[config.mk]
export PLATFORM = sky130hd
export DESIGN_NAME = pipeline_hazard_ctrl
export DESIGN_NICKNAME = d
export VERILOG_FILES = /design/src/rtl/pipeline_hazard_ctrl.sv
export SDC_FILE = /design/constraint.sdc
export NUM_CORES = 1
export LEC_CHECK = 0
export CELL_PAD_IN_SITES_DETAIL_PLACEMENT = 1
export CELL_PAD_IN_SITES_GLOBAL_PLACEMENT = 1
export CORE_MARGIN = 1
export CORE_UTILIZATION = 34
export DETAILED_ROUTE_END_ITERATION = 12
export GPL_ROUTABILITY_DRIVEN = 0
export GPL_TIMING_DRIVEN = 0
export PLACE_DENSITY_LB_ADDON = 0.05
export SKIP_CTS_REPAIR_TIMING = 1
export SYNTH_ARGS = -nofsm -noshare
export SYNTH_HDL_FRONTEND = slang
export SYNTH_SLANG_ARGS = --single-unit
export TNS_END_PERCENT = 30
[constraint.sdc]
create_clock -name clk -period 4.3 [get_ports clk]
set_input_delay 0.86 -clock clk [delete_from_list [all_inputs] [get_ports clk]]
set_output_delay 0.86 -clock clk [all_outputs]
set_load 0.03 [all_outputs]
[src/rtl/pipeline_hazard_ctrl.sv]
// Hazard and sequencing controller for a 5-stage MIPS pipeline.
// Decides, from the instructions currently in ID and EX, whether the PC and
// the IF/ID register hold, and whether IF/ID or ID/EX receive a bubble at the
// next edge. It also tracks multi-cycle mult/div occupancy of EX and keeps a
// saturating count of PC-stall cycles for performance debug.
module pipeline_hazard_ctrl #(
  parameter int MD_CYCLES = 4,
  parameter int CNT_W     = 16
) (
  input  logic             clk,
  input  logic             reset,
  input  logic [4:0]       ID_Rs_i,
  input  logic [4:0]       ID_Rt_i,
  input  logic             ID_UsesRs_i,
  input  logic             ID_UsesRt_i,
  input  logic             ID_Jump_i,
  input  logic             ID_JumpReg_i,
  input  logic             ID_MulDiv_i,
  input  logic             EX_MemRead_i,
  input  logic             EX_RegWr_i,
  input  logic [4:0]       EX_WriteReg_i,
  input  logic             EX_BranchTaken_i,
  output logic             PC_Stall_o,
  output logic             IFID_Stall_o,
  output logic             IFID_Flush_o,
  output logic             IDEX_Flush_o,
  output logic             MD_Busy_o,
  output logic [CNT_W-1:0] StallCnt_o
);

  localparam logic [0:0]       ST_RUN    = 1'b0;
  localparam logic [0:0]       ST_MDBUSY = 1'b1;
  // md_cnt is loaded with the number of busy cycles that follow the issue edge
  localparam logic [3:0]       MD_START  = 4'(MD_CYCLES - 1);
  localparam logic [CNT_W-1:0] CNT_MAX   = '1;

  logic [0:0]       state_q, state_d;
  logic [3:0]       md_cnt_q, md_cnt_d;
  logic [CNT_W-1:0] stall_cnt_q, stall_cnt_d;

  logic wr_nz;
  logic dep;
  logic loaduse;
  logic jrdep;
  logic pc_stall;
  logic ifid_flush;
  logic idex_flush;
  logic md_busy;

  // Register-dependency terms between the ID consumer and the EX producer ($0 never hazards)
  always_comb begin
    wr_nz   = (EX_WriteReg_i != 5'd0);
    dep     = wr_nz & ((ID_UsesRs_i & (ID_Rs_i == EX_WriteReg_i)) |
                       (ID_UsesRt_i & (ID_Rt_i == EX_WriteReg_i)));
    loaduse = EX_MemRead_i & dep;
    // jr/jalr read rs already in ID, so any pending EX write of rs must drain first
    jrdep   = ID_JumpReg_i & EX_RegWr_i & wr_nz & (ID_Rs_i == EX_WriteReg_i);
  end

  // Prioritised control decision (Mealy) and next-state selection
  always_comb begin
    pc_stall   = 1'b0;
    ifid_flush = 1'b0;
    idex_flush = 1'b0;
    md_busy    = 1'b0;
    state_d    = state_q;
    md_cnt_d   = md_cnt_q;
    if (reset) begin
      // Outputs stay quiet during reset; the flops clear themselves below
      state_d  = ST_RUN;
      md_cnt_d = 4'd0;
    end else if (state_q == ST_MDBUSY) begin
      // EX is occupied by the mult/div, so a branch-taken indication cannot be real here
      pc_stall   = 1'b1;
      idex_flush = 1'b1;
      md_busy    = 1'b1;
      md_cnt_d   = md_cnt_q - 4'd1;
      if (md_cnt_q <= 4'd1) begin
        state_d = ST_RUN;
      end
    end else if (EX_BranchTaken_i) begin
      // Wrong-path instructions in IF and ID are killed; whatever ID wanted is moot
      ifid_flush = 1'b1;
      idex_flush = 1'b1;
    end else if (loaduse | jrdep) begin
      pc_stall   = 1'b1;
      idex_flush = 1'b1;
    end else if (ID_MulDiv_i) begin
      state_d  = ST_MDBUSY;
      md_cnt_d = MD_START;
    end else if (ID_Jump_i) begin
      ifid_flush = 1'b1;
    end
  end

  // Saturating stall-cycle counter: increment and saturation share one edge
  always_comb begin
    stall_cnt_d = stall_cnt_q;
    if (pc_stall && (stall_cnt_q != CNT_MAX)) begin
      stall_cnt_d = stall_cnt_q + 1'b1;
    end
  end

  // State, mult/div countdown and stall counter registers
  always_ff @(posedge clk) begin
    if (reset) begin
      state_q     <= ST_RUN;
      md_cnt_q    <= 4'd0;
      stall_cnt_q <= '0;
    end else begin
      state_q     <= state_d;
      md_cnt_q    <= md_cnt_d;
      stall_cnt_q <= stall_cnt_d;
    end
  end

  // IF/ID holds exactly when the PC holds, so a flush can never coincide with a hold
  assign PC_Stall_o   = pc_stall;
  assign IFID_Stall_o = pc_stall;
  assign IFID_Flush_o = ifid_flush;
  assign IDEX_Flush_o = idex_flush;
  assign MD_Busy_o    = md_busy;
  assign StallCnt_o   = stall_cnt_q;

endmodule
==> Yosys cells after proc, flatten, opt, wreduce, memory -nomap -nowiden <==
Cells that the tools add are included.
{ "totals": {"elab_cells": 48, "register_bits": 21, "output_inout_bits": 21} }
{ "op_classes": {"reduce_logical": 4, "n_eq_ne": 5, "magnitude_cmp": 1, "n_bitwise": 9, "addsub": 2, "muxes": 24} }
{ "ops": {"columns": ["cell", "count"], "rows": [
  ["$mux 1", 20],
  ["$add 16x1->16 const B", 1],
  ["$mux 4", 4],
  ["$ne 16x16->1 const B", 1],
  ["$eq 5x5->1", 2],
  ["$and 1x1->1", 7],
  ["$reduce_bool 5->1", 1],
  ["$le 4x1->1 const B", 1],
  ["$sub 4x1->4 const B", 1],
  ["$reduce_and 3->1", 1],
  ["$ne 2x1->1 const B", 1],
  ["$ne 2x2->1 const B", 1],
  ["$or 1x1->1", 2],
  ["$reduce_bool 2->1", 1],
  ["$logic_and 1x1->1", 1]
]} }

==> Depth between registers and ports, before layout <==
Gate-level depths: netlist of run 1.
{ "logic_depth": {"ltp_word": 11, "mapped_depth": 9} }

==> Worst setup path before layout of run 1 <==
Ideal clock, no wire load.
{ "synth_path": {"kind": "input to output", "start": "input EX_WriteReg_i[1]", "end": "output PC_Stall_o", "t_arrival_ns": 2.248, "required_ns": 3.440, "cell_stages": 7, "path_buffers": 1, "path_slack_ns": 1.192, "path_cell_list": "nor2b_4 a2111oi_4 nand4_1 a211oi_2 nor2_1 inv_1 buf_4"} }
{ "synth_via": {"elab_chain_len": 10, "elab_cells_between_ends": 15} }
{ "synth_lines": {"columns": ["element", "line_no", "text"], "rows": [
  ["start, declared", "21", "input logic [4:0] EX_WriteReg_i,"],
  ["$eq 5x5->1 (on tied branches)", "53, 57, 54", null],
  ["$and 1x1->1 (on tied branches)", "53, 54", null],
  ["$or 1x1->1", "53", "dep = wr_nz & ((ID_UsesRs_i & (ID_Rs_i == EX_WriteReg_i)) |"],
  ["$and 1x1->1", "53", null],
  ["$and 1x1->1", "55", "loaduse = EX_MemRead_i & dep;"],
  ["$or 1x1->1 *", "85", "end else if (loaduse | jrdep) begin"],
  ["$mux 1 *", "85", null],
  ["$mux 1 *", "81", "end else if (EX_BranchTaken_i) begin"],
  ["$mux 1 *", "72", "end else if (state_q == ST_MDBUSY) begin"],
  ["$mux 1 *", "68", "if (reset) begin"],
  ["end, declared", "23", "output logic PC_Stall_o,"]
]} }
Every way passes the cells marked *; elsewhere a longest branch is shown, timed or not.

==> Worst setup path after layout of run 1 <==
{ "layout_path": {"start": "input EX_WriteReg_i[1]", "end": "output IFID_Flush_o"} }
{ "layout_via": {"elab_chain_len": 10, "elab_cells_between_ends": 15} }
{ "layout_lines": {"columns": ["element", "line_no", "text"], "rows": [
  ["$eq 5x5->1 (on tied branches)", "53, 57, 54", null],
  ["$and 1x1->1 (on tied branches)", "53, 54", null],
  ["$or 1x1->1", "53", null],
  ["$and 1x1->1", "53", null],
  ["$and 1x1->1", "55", null],
  ["$or 1x1->1 *", "85", null],
  ["$mux 1 *", "85", null],
  ["$mux 1 *", "81", null],
  ["$mux 1 *", "72", null],
  ["$mux 1 *", "68", null],
  ["end, declared", "25", "output logic IFID_Flush_o,"]
]} }
Marked as above.

==> results of run 1 <==
kinds of logic after synthesis:
family | after synthesis | synth area share, %
AND/OR/NAND/NOR | 67 | 27.9
AO/OA/AOI/OAI | 39 | 21.7
flip-flops | 21 | 33.3
buffers and inverters | 18 | 6.83
XOR/XNOR | 8 | 5.54
adder cells (fa/ha/maj) | 3 | 2.97
multiplexers | 2 | 1.78
state kept, by name, summed over array words and instances, names as in the netlist:
register and flops:
StallCnt_o 16, md_cnt_q 4, state_q 1
worst reg2reg max path, delay by kind of cell, from the launching register on:
kind / cells / cell delay (ns)
and+or+nand+nor: 4 / 0.79
buffers and inverters: 2 / 0.32
adders and majority gates: 1 / 0.24
DFF: 1 / 0.44
AOI/OAI and AO/OA: 1 / 0.10
xor gates and xnor gates: 1 / 0.15
cell usage in the layout (no fill, tap or decap), types with 2 or more instances in the layout:
cell,netlist,routed
a211oi_1,2,2
a311oi_1,2,2
clkbuf_1,3,3
nand3_1,9,9
or4_1,2,2
o21ai_0,6,6
inv_1,12,12
a21oi_1,14,14
buf_6,2,2
nor2_1,14,14
nor3_1,3,3
nand2b_1,2,2
or3_1,7,7
nand4_1,3,3
mux2_2,2,2
o211ai_1,2,2
ha_1,3,3
xor2_1,8,8
or2_1,2,2
nor2b_1,3,3
clkdlybuf4s50_1,0,43
nand2_1,11,11
nor4_1,4,4
dlymetal6s2s_1,0,2
dfxtp_1,21,21
o31ai_1,3,3
clkbuf_8,0,3
and3_1,4,4
final cells by class:
type | count | area (um^2)
Clock buffer | 3 | 41.3
Tap cell | 46 | 57.6
Multi-Input combinational cell | 119 | 757
Clock inverter | 1 | 5.00
Fill cell | 435 | 1620
Inverter | 12 | 45.0
Sequential cell | 21 | 420
Buffer | 6 | 41.3
Timing Repair Buffer | 45 | 455
path summary, 6_finish.rpt:
path	cells after the start	endpoint	slack, ns	start
max	8	IFID_Flush_o	0.39	EX_WriteReg_i[1]
min reg2reg	1	StallCnt_o[6]	0.49	StallCnt_o[6]
max reg2reg	9	StallCnt_o[0]	2.15	StallCnt_o[0]
min	1	StallCnt_o[6]	0.49	StallCnt_o[6]
per-layer routing:
layer,wire [um],vias to the layer above
met5,0,-
met4,60,0
met3,163,7
met2,1780,30
met1,1680,640
li1,-,670
power groups by stage:
| stage | clock network [mW] | logic (mW) | registers (mW) |
|---|---|---|---|
| after CTS | 0.138 | 0.0943 | 0.205 |
| final | 0.132 | 0.0930 | 0.205 |
| after detailed placement | 0 | 0.0939 | 0.210 |
| after global routing | 0.148 | 0.103 | 0.206 |
| after floorplan | 0 | 0.0467 | 0.210 |
| after global placement | 0 | 0.0896 | 0.209 |
metrics by stage:
stage          hold slack [ns]  std cells  util [%]  worst slack, ns
4_1_cts                  0.502        253      52.8           0.0526
3_5_place_dp             0.492        249      51.5           0.0516
6_report                 0.492        253      53.0            0.392
3_3_place_gp             0.466        249      51.5            0.102
2_1_floorplan            0.449        158         -             1.19
5_1_grt                  0.527        253      53.0            0.195
==> out/results.ini, run 1 <==
[outcome]
status = finished clean

[grt]
grt.total_usage_pct = 20.6
grt_pass1_wl_um = 6540
antenna_found_initial = 0
grt.busiest_layer = met2
first_global_vias = 1384
grt_use_met2_pct = 34.1
grt_overflow = 0
grt_use_met3_pct = 3.83
grt_max_degree = 13
grtUsageMet1_pct = 26.1

[setup_path]
critPathTopFamily = buffers and inverters
crit_path_cell_trace = clkdlybuf4s50_1 > inv_1 > a222oi_1 > nand4_1 > and2_1 > a31oi_1 > nor3_1 > clkdlybuf4s50_1
cp.arrival_ns = 3.05
required_ns = 3.44
crit_fanout = 4
max_stage_delay_ns = 0.62
cp_common_cell = clkdlybuf4s50_1
worst-path-buf-inv = 3
cp_slowest_cell = clkdlybuf4s50_1
worstSetupEndpointType = output pin
crit_type = in -> out
start_kind = input pin

[layout]
final_area_um2 = 1820
syn_to_final_growth_pct = 44.3
final_layout_size_suffix_gt1_share_pct = 6.76
final_nets = 236
insertedDiodeCount = 0

[die]
io_pins = 46
die_height_um = 63.0
die_x_um = 63.0
fp.dieArea_um2 = 3960
core_um2 = 3440
start_util_pct = 36.7
row_count = 21

[placed_design]
portBuffers = 45
dp.final_hpwl_um = 2930
postPlaceCellArea_um2 = 1770

[clock_network]
clk_pin_slew_ns = 0.08
numCtsBuffers = 3
clock_latency_ns = 0.27
cts_max_path_buffers = 2
cts_tree = built
root_buffer = clkbuf_8
htreeDepth = 1
cts_sinks = 21

[logic_synthesis]
yosysSeqAreaShare_pct = 33.3
synth_area_leaders = dfxtp_1 (33%), a21oi_1 (5.5%), xor2_1 (5.5%)
yosysWarningCount = 0
syn_nets = 186
syn_area_um2 = 1260
synth_top_area_share_pct = 33.3
synth_ff_type = dfxtp_1
yosysUniqueCellTypes = 39
ys_seq_elements = 21
avgSynthCellArea_um2 = 8.00
yosysTopAreaCell = dfxtp_1
ys_async_sr_fraction_pct = 0
yosys-top-cells-count = dfxtp_1 (21), a21oi_1 (14), nor2_1 (14)
netlist_instances = 158
synth_most_common_cell = dfxtp_1
synth_edf_count = 0

[pwr]
peakVddDrop_uv = 192
p_sw_share_pct = 27.7
switching_power_mw = 0.119
comb_power_share_pct = 21.6
leakage_nw = 0.665
power_density_nw_per_um2 = 236
finalPower_mw = 0.431
power.internal_mw = 0.311
power_frac_clock_pct = 30.8
seq_power_share_pct = 47.6

[timing]
skew_ns = 0.00635
relSlewSlack_pct = 68.2
tns_ns = 0
setup_viol = 0
hold_viol = 0
max_freq_mhz = 256
timing.final.crit_period_ns = 3.91
tightest_slew_ns = 0.477
drv_slew = 0
rsz0062_at_grt = false
timing.final.crit_share_pct = 90.9

[route]
drt.antenna.violating_nets = 0
drc_errors = 0
drtIter0Drc = 52
wl_um = 3680
routedWlPerCell_um = 14.5
vias = 1347
first_pass_iters = 4
viasPerCell = 5.32

[hold_path]
min_path_type = reg -> reg

[run]
drv_cap = 0

No activity file was read; power rests on OpenSTA's default activity.
==> run 2: changes to the inputs <==
--- a/config.mk
+++ b/config.mk
@@ -14,6 +14,7 @@
 export GPL_TIMING_DRIVEN = 0
 export PLACE_DENSITY_LB_ADDON = 0.05
 export SKIP_CTS_REPAIR_TIMING = 1
+export SKIP_LAST_GASP = 1
 export SYNTH_ARGS = -nofsm -noshare
 export SYNTH_HDL_FRONTEND = slang
 export SYNTH_SLANG_ARGS = --single-unit
==> run 2 against run 1 <==
Compared with the run above: wire length is 0.22% lower; register-to-register slack barely moved; core utilization shrank 0.073 points; sequential cell count unchanged; cell count unchanged; setup slack worse by 0.22 ns; sequential power about the same; sequential share of layout area about the same; first-iteration DRC count down 15%; clock-buffer cell count did not move; largest cell class unchanged.
==> out/results.ini, run 2 (synthesis results as in run 1) <==
[outcome]
status = finished clean

[pwr]
p_sw_share_pct = 27.7  ; about the same
comb_power_share_pct = 21.6  ; about the same
power.internal_mw = 0.311  ; about the same
peakVddDrop_uv = 192  ; about the same
power_density_nw_per_um2 = 237  ; +0.15%
switching_power_mw = 0.119  ; about the same
finalPower_mw = 0.431  ; about the same
power_frac_clock_pct = 30.8  ; about the same
seq_power_share_pct = 47.6  ; about the same
leakage_nw = 0.648  ; -2.6%

[setup_path]
crit_path_cell_trace = clkdlybuf4s50_1 > inv_1 > a222oi_1 > nand4_1 > a211oi_2 > nor2_1 > inv_1 > clkdlybuf4s50_1
ff2ff_setup_slack_ns = 2.15  ; about the same
r2r_start = StallCnt_o[0]
rr_worst_depth = 9  ; unchanged
cp.arrival_ns = 3.27  ; +0.22 ns
reg2reg_to = StallCnt_o[0]
max_stage_delay_ns = 0.69  ; +0.07 ns
worstSetupEndpointType = output pin
cp_slowest_cell = clkdlybuf4s50_1
crit_type = in -> out
required_ns = 3.44  ; about the same
crit_fanout = 5  ; +1
start_kind = input pin

[die]
io_pins = 46  ; unchanged
start_util_pct = 36.7  ; unchanged
core_um2 = 3440  ; unchanged
die_height_um = 63.0  ; unchanged
row_count = 21  ; unchanged
die_x_um = 63.0  ; unchanged
fp.dieArea_um2 = 3960  ; unchanged

[timing]
timing.final.crit_share_pct = 96.0  ; +5.1 points
max_freq_mhz = 242  ; -5.3%
skew_ns = 0.00635  ; unchanged
drv_slew = 0  ; unchanged
rsz0062_at_grt = true
worst_slack_ns = 0.171  ; -0.221 ns
tns_ns = 0  ; unchanged
tightest_slew_ns = 0.477  ; unchanged
relSlewSlack_pct = 68.2  ; unchanged
hold_viol = 0  ; unchanged
setup_viol = 0  ; unchanged
timing.final.crit_period_ns = 4.13  ; +0.221 ns

[run]
drv_cap = 0  ; unchanged

[clock_network]
htreeDepth = 1  ; unchanged
root_buffer = clkbuf_8
cts_tree = built
clock_latency_ns = 0.27  ; about the same
numCtsBuffers = 3  ; unchanged
clk_pin_slew_ns = 0.08  ; about the same
cts_sinks = 21  ; unchanged
cts_max_path_buffers = 2  ; unchanged

[layout]
insertedDiodeCount = 0  ; unchanged
layout_common_cells = clkdlybuf4s50_1 (44), dfxtp_1 (21), nor2_1 (14), a21oi_1 (14), inv_1 (12)
regArea_um2 = 420  ; unchanged
final_nets = 236  ; unchanged
final_layout_size_suffix_gt1_share_pct = 6.76  ; unchanged
final_common_cell = clkdlybuf4s50_1
final_area_um2 = 1820  ; -0.14%
largest_reg_flops = 16  ; unchanged
fillers = 436  ; +0.23%
multi_input_area_um2 = 757  ; unchanged
syn_to_final_growth_pct = 44.1
stdcell_count = 253  ; unchanged

[grt]
grt_max_degree = 13  ; unchanged
first_global_vias = 1384  ; unchanged
grt.total_usage_pct = 20.6  ; unchanged
grt_overflow = 0  ; unchanged
antenna_found_initial = 0  ; unchanged
grt_pass1_wl_um = 6540  ; unchanged

[placed_design]
dpl.cell_count = 249  ; unchanged
dp.final_hpwl_um = 2930  ; unchanged
pre_cts_ws_ns = 0.0516  ; unchanged
postPlaceCellArea_um2 = 1770  ; unchanged
portBuffers = 45  ; unchanged

[route]
wl_um = 3670  ; -0.22%
drt.antenna.violating_nets = 0  ; unchanged
routedWlPerCell_um = 14.5  ; -0.22%
vias = 1347  ; unchanged
drtIter0Drc = 44  ; -15%
viasPerCell = 5.32  ; unchanged
drc_errors = 0  ; unchanged
first_pass_iters = 4  ; unchanged

[hold_path]
hold_end = StallCnt_o[6]
hp-start = StallCnt_o[6]
holdPathStages = 1  ; unchanged
min_path_type = reg -> reg

[run 2: cell types whose count changed in the layout (fill, tap and decap cells not counted), sizes merged]
cell	before	now
clkdlybuf4s50	43	44
dlymetal6s2s	2	1
[run 2: metal layers]
layer / vias to the layer above / GRT usage [%] / part of all wire [%]
li1: 670 / - / -
met5: - / 0 / 0
met2: 30 / 34.1 / 48
met1: 640 / 26.1 / 46
met3: 7 / 3.83 / 4.4
met4: 0 / 7.56 / 1.6
[run 2: how the worst max path moves through the flow]
stage,from,to,slack (ns),cells after the start
floorplan,EX_WriteReg_i[1],PC_Stall_o,1.19,7
global placement,EX_WriteReg_i[2],PC_Stall_o,0.10,9
detailed placement,EX_WriteReg_i[1],PC_Stall_o,0.05,9
CTS,EX_WriteReg_i[1],PC_Stall_o,0.05,9
global route,EX_WriteReg_i[1],IFID_Stall_o,-0.04,8
finish,EX_WriteReg_i[1],IFID_Stall_o,0.17,8
[run 2: worst max-delay path: cells and delay by family]
family,cells,cell delay (ns)
simple gates,2,0.31
buf+inv,4,1.46
compound gates,2,0.62
[run 2: stage by stage]
stage | hold slack (ns) | util, %
2_1_floorplan | 0.449 | -
6_report | 0.491 | 52.9
5_1_grt | 0.527 | 52.9
4_1_cts | 0.502 | 52.8
3_5_place_dp | 0.492 | 51.5
3_3_place_gp | 0.466 | 51.5
[run 2: cell type report]
class	count	area share [%]
plain buffers	6	2.27
clock buffers	3	2.27
clock inverters	1	0.275
inverters	12	2.47
multi-input cells	119	41.6
flip-flops and latches	21	23.1
well taps	46	3.16
repair buffers	45	24.9
[run 2: power by group through the flow]
| stage | clock (mW) | combinational, mW | sequential (mW) |
|---|---|---|---|
| after global placement | 0 | 0.0896 | 0.209 |
| after floorplan | 0 | 0.0467 | 0.210 |
| after global routing | 0.148 | 0.103 | 0.206 |
| after CTS | 0.138 | 0.0943 | 0.205 |
| final | 0.132 | 0.0931 | 0.205 |
| after detailed placement | 0 | 0.0939 | 0.210 |
==> run 3: changes to the inputs <==
--- a/config.mk
+++ b/config.mk
@@ -8,7 +8,8 @@
 export CELL_PAD_IN_SITES_DETAIL_PLACEMENT = 1
 export CELL_PAD_IN_SITES_GLOBAL_PLACEMENT = 1
 export CORE_MARGIN = 1
-export CORE_UTILIZATION = 34
+export CORE_UTILIZATION = 35
+export CTS_BUF_LIST = sky130_fd_sc_hd__clkbuf_8
 export DETAILED_ROUTE_END_ITERATION = 12
 export GPL_ROUTABILITY_DRIVEN = 0
 export GPL_TIMING_DRIVEN = 0
==> run 3 against run 2 <==
Compared with the run above: first-iteration DRC count decreased by 34%; die area decreased by 2.8%; register-to-register slack about the same; sequential share of layout area about the same; sequential power about the same; setup slack got worse by 0.14 ns; clock skew increased by 0.0018 ns; critical path type unchanged; largest power group unchanged; highest routed layer unchanged.
==> out/results.ini, run 3 (synthesis results as in run 1) <==
[setup_path]
cp.arrival_ns = 3.41  ; +0.14 ns
required_ns = 3.44  ; about the same
start_kind = input pin
worstSetupEndpointType = output pin
crit_type = in -> out
crit_fanout = 5  ; unchanged

[die]
core_um2 = 3390  ; -1.5%
io_pins = 46  ; unchanged
die_x_um = 62.1  ; -1.4%
die_height_um = 62.1  ; -1.4%
fp.dieArea_um2 = 3860  ; -2.8%
start_util_pct = 37.3  ; +0.57 points
row_count = 21  ; unchanged

[timing]
rsz0062_at_grt = true
setup_viol = 0  ; unchanged
timing.final.crit_share_pct = 99.2  ; +3.2 points
drv_slew = 0  ; unchanged
skew_ns = 0.00814  ; +0.00179 ns
relSlewSlack_pct = 68.4  ; +0.19 points
tns_ns = 0  ; unchanged
hold_viol = 0  ; unchanged
timing.final.crit_period_ns = 4.27  ; +0.137 ns
max_freq_mhz = 234  ; -3.2%
tightest_slew_ns = 0.474  ; -0.00286 ns

[layout]
final_nets = 236  ; unchanged
stdcell_count = 253  ; unchanged
final_layout_size_suffix_gt1_share_pct = 6.28  ; -0.48 points
final_common_cell = clkdlybuf4s50_1
largest_reg_flops = 16  ; unchanged
insertedDiodeCount = 0  ; unchanged
syn_to_final_growth_pct = 44.0  ; about the same
layout_common_cells = clkdlybuf4s50_1 (44), dfxtp_1 (21), nor2_1 (14), a21oi_1 (14), inv_1 (13)

[grt]
grt_overflow = 0  ; unchanged
grt.total_usage_pct = 21.5  ; +0.94 points
grt_max_degree = 12  ; -1
antenna_found_initial = 0  ; unchanged
first_global_vias = 1359  ; -1.8%
grt_pass1_wl_um = 5990  ; -8.4%

[route]
drtIter0Drc = 29  ; -34%
routedWlPerCell_um = 14.8  ; +2.1%
first_pass_iters = 4  ; unchanged
drt.antenna.violating_nets = 0  ; unchanged
drc_errors = 0  ; unchanged
wl_um = 3750  ; +2.1%
viasPerCell = 5.34  ; +0.37%
vias = 1352  ; +0.37%

[clock_network]
cts_tree = built
numCtsBuffers = 3  ; unchanged
clk_pin_slew_ns = 0.07  ; about the same
htreeDepth = 1  ; unchanged
clock_latency_ns = 0.27  ; about the same
cts_sinks = 21  ; unchanged
cts_max_path_buffers = 2  ; unchanged
root_buffer = clkbuf_8

[pwr]
power_density_nw_per_um2 = 236  ; about the same
leakage_nw = 0.650  ; +0.22%
finalPower_mw = 0.430  ; -0.16%
peakVddDrop_uv = 104  ; -46%

[hold_path]
min_path_type = reg -> reg

[outcome]
status = finished clean

[placed_design]
dpl.cell_count = 249  ; unchanged
portBuffers = 45  ; unchanged
dp.final_hpwl_um = 3080  ; +5.1%

[run]
drv_cap = 0  ; unchanged

==> run 3: cell count changes in the layout (fill, tap and decap cells not counted), sizes merged <==
cell | previous run | this run
inv | 12 | 13
clkinv | 1 | 0
==> run 3: cell type report <==
cell class              instances  area [um^2]
fillers                       405         1570
multi-input cells             119          757
repair buffers                 45          453
flip-flops and latches         21          420
well taps                      46         57.6
inverters                      12         45.0
clock buffers                   3         41.3
plain buffers                   6         41.3
clock inverters                 1         3.75
==> run 3: per-layer routing <==
| metal | GRT usage [%] | up-vias | wire, um | part of all wire [%] |
|---|---|---|---|---|
| met4 | 8.57 | 0 | 51 | 1.4 |
| met1 | 23.4 | 642 | 1480 | 40 |
| met2 | 39.4 | 37 | 2060 | 55 |
| li1 | - | 667 | - | - |
| met3 | 5.59 | 6 | 157 | 4.2 |
| met5 | 0 | - | 0 | 0 |
==> run 3: per-stage QoR <==
step | cell area (um^2) | setup slack, ns | utilization (%) | hold slack (ns)
6_report | 1820 | 0.0342 | 53.7 | 0.495
5_1_grt | 1820 | -0.0910 | 53.7 | 0.524
4_1_cts | 1820 | -0.0423 | 53.6 | 0.497
3_5_place_dp | 1770 | -0.0385 | 52.3 | 0.484
3_3_place_gp | 1770 | 0.0348 | 52.3 | 0.466
2_1_floorplan | 1260 | 1.19 | - | 0.449
==> run 3: final timing paths <==
kind	start	end	slack, ns	depth (start not counted)
worst max-delay path	EX_WriteReg_i[2]	IFID_Stall_o	0.03	8
worst min-delay path	md_cnt_q[3]	md_cnt_q[3]	0.49	1
worst min register to register	md_cnt_q[3]	md_cnt_q[3]	0.49	1
worst max register to register	StallCnt_o[4]	StallCnt_o[0]	2.15	9
==> run 3: where the power goes <==
group	internal, mW	switching (mW)
Clock	0.0638	0.0680
Sequential	0.200	0.00528
Combinational	0.0467	0.0465
Total	0.310	0.120
==> run 3: worst max-delay path, stage by stage <==
cell             delay [ns]
clkdlybuf4s50_1        0.47
xor2_1                 0.20
nor4_1                 0.39
nand3_1                0.16
a211oi_2               0.31
nor2_1                 0.14
inv_1                  0.17
clkdlybuf4s50_1        0.70
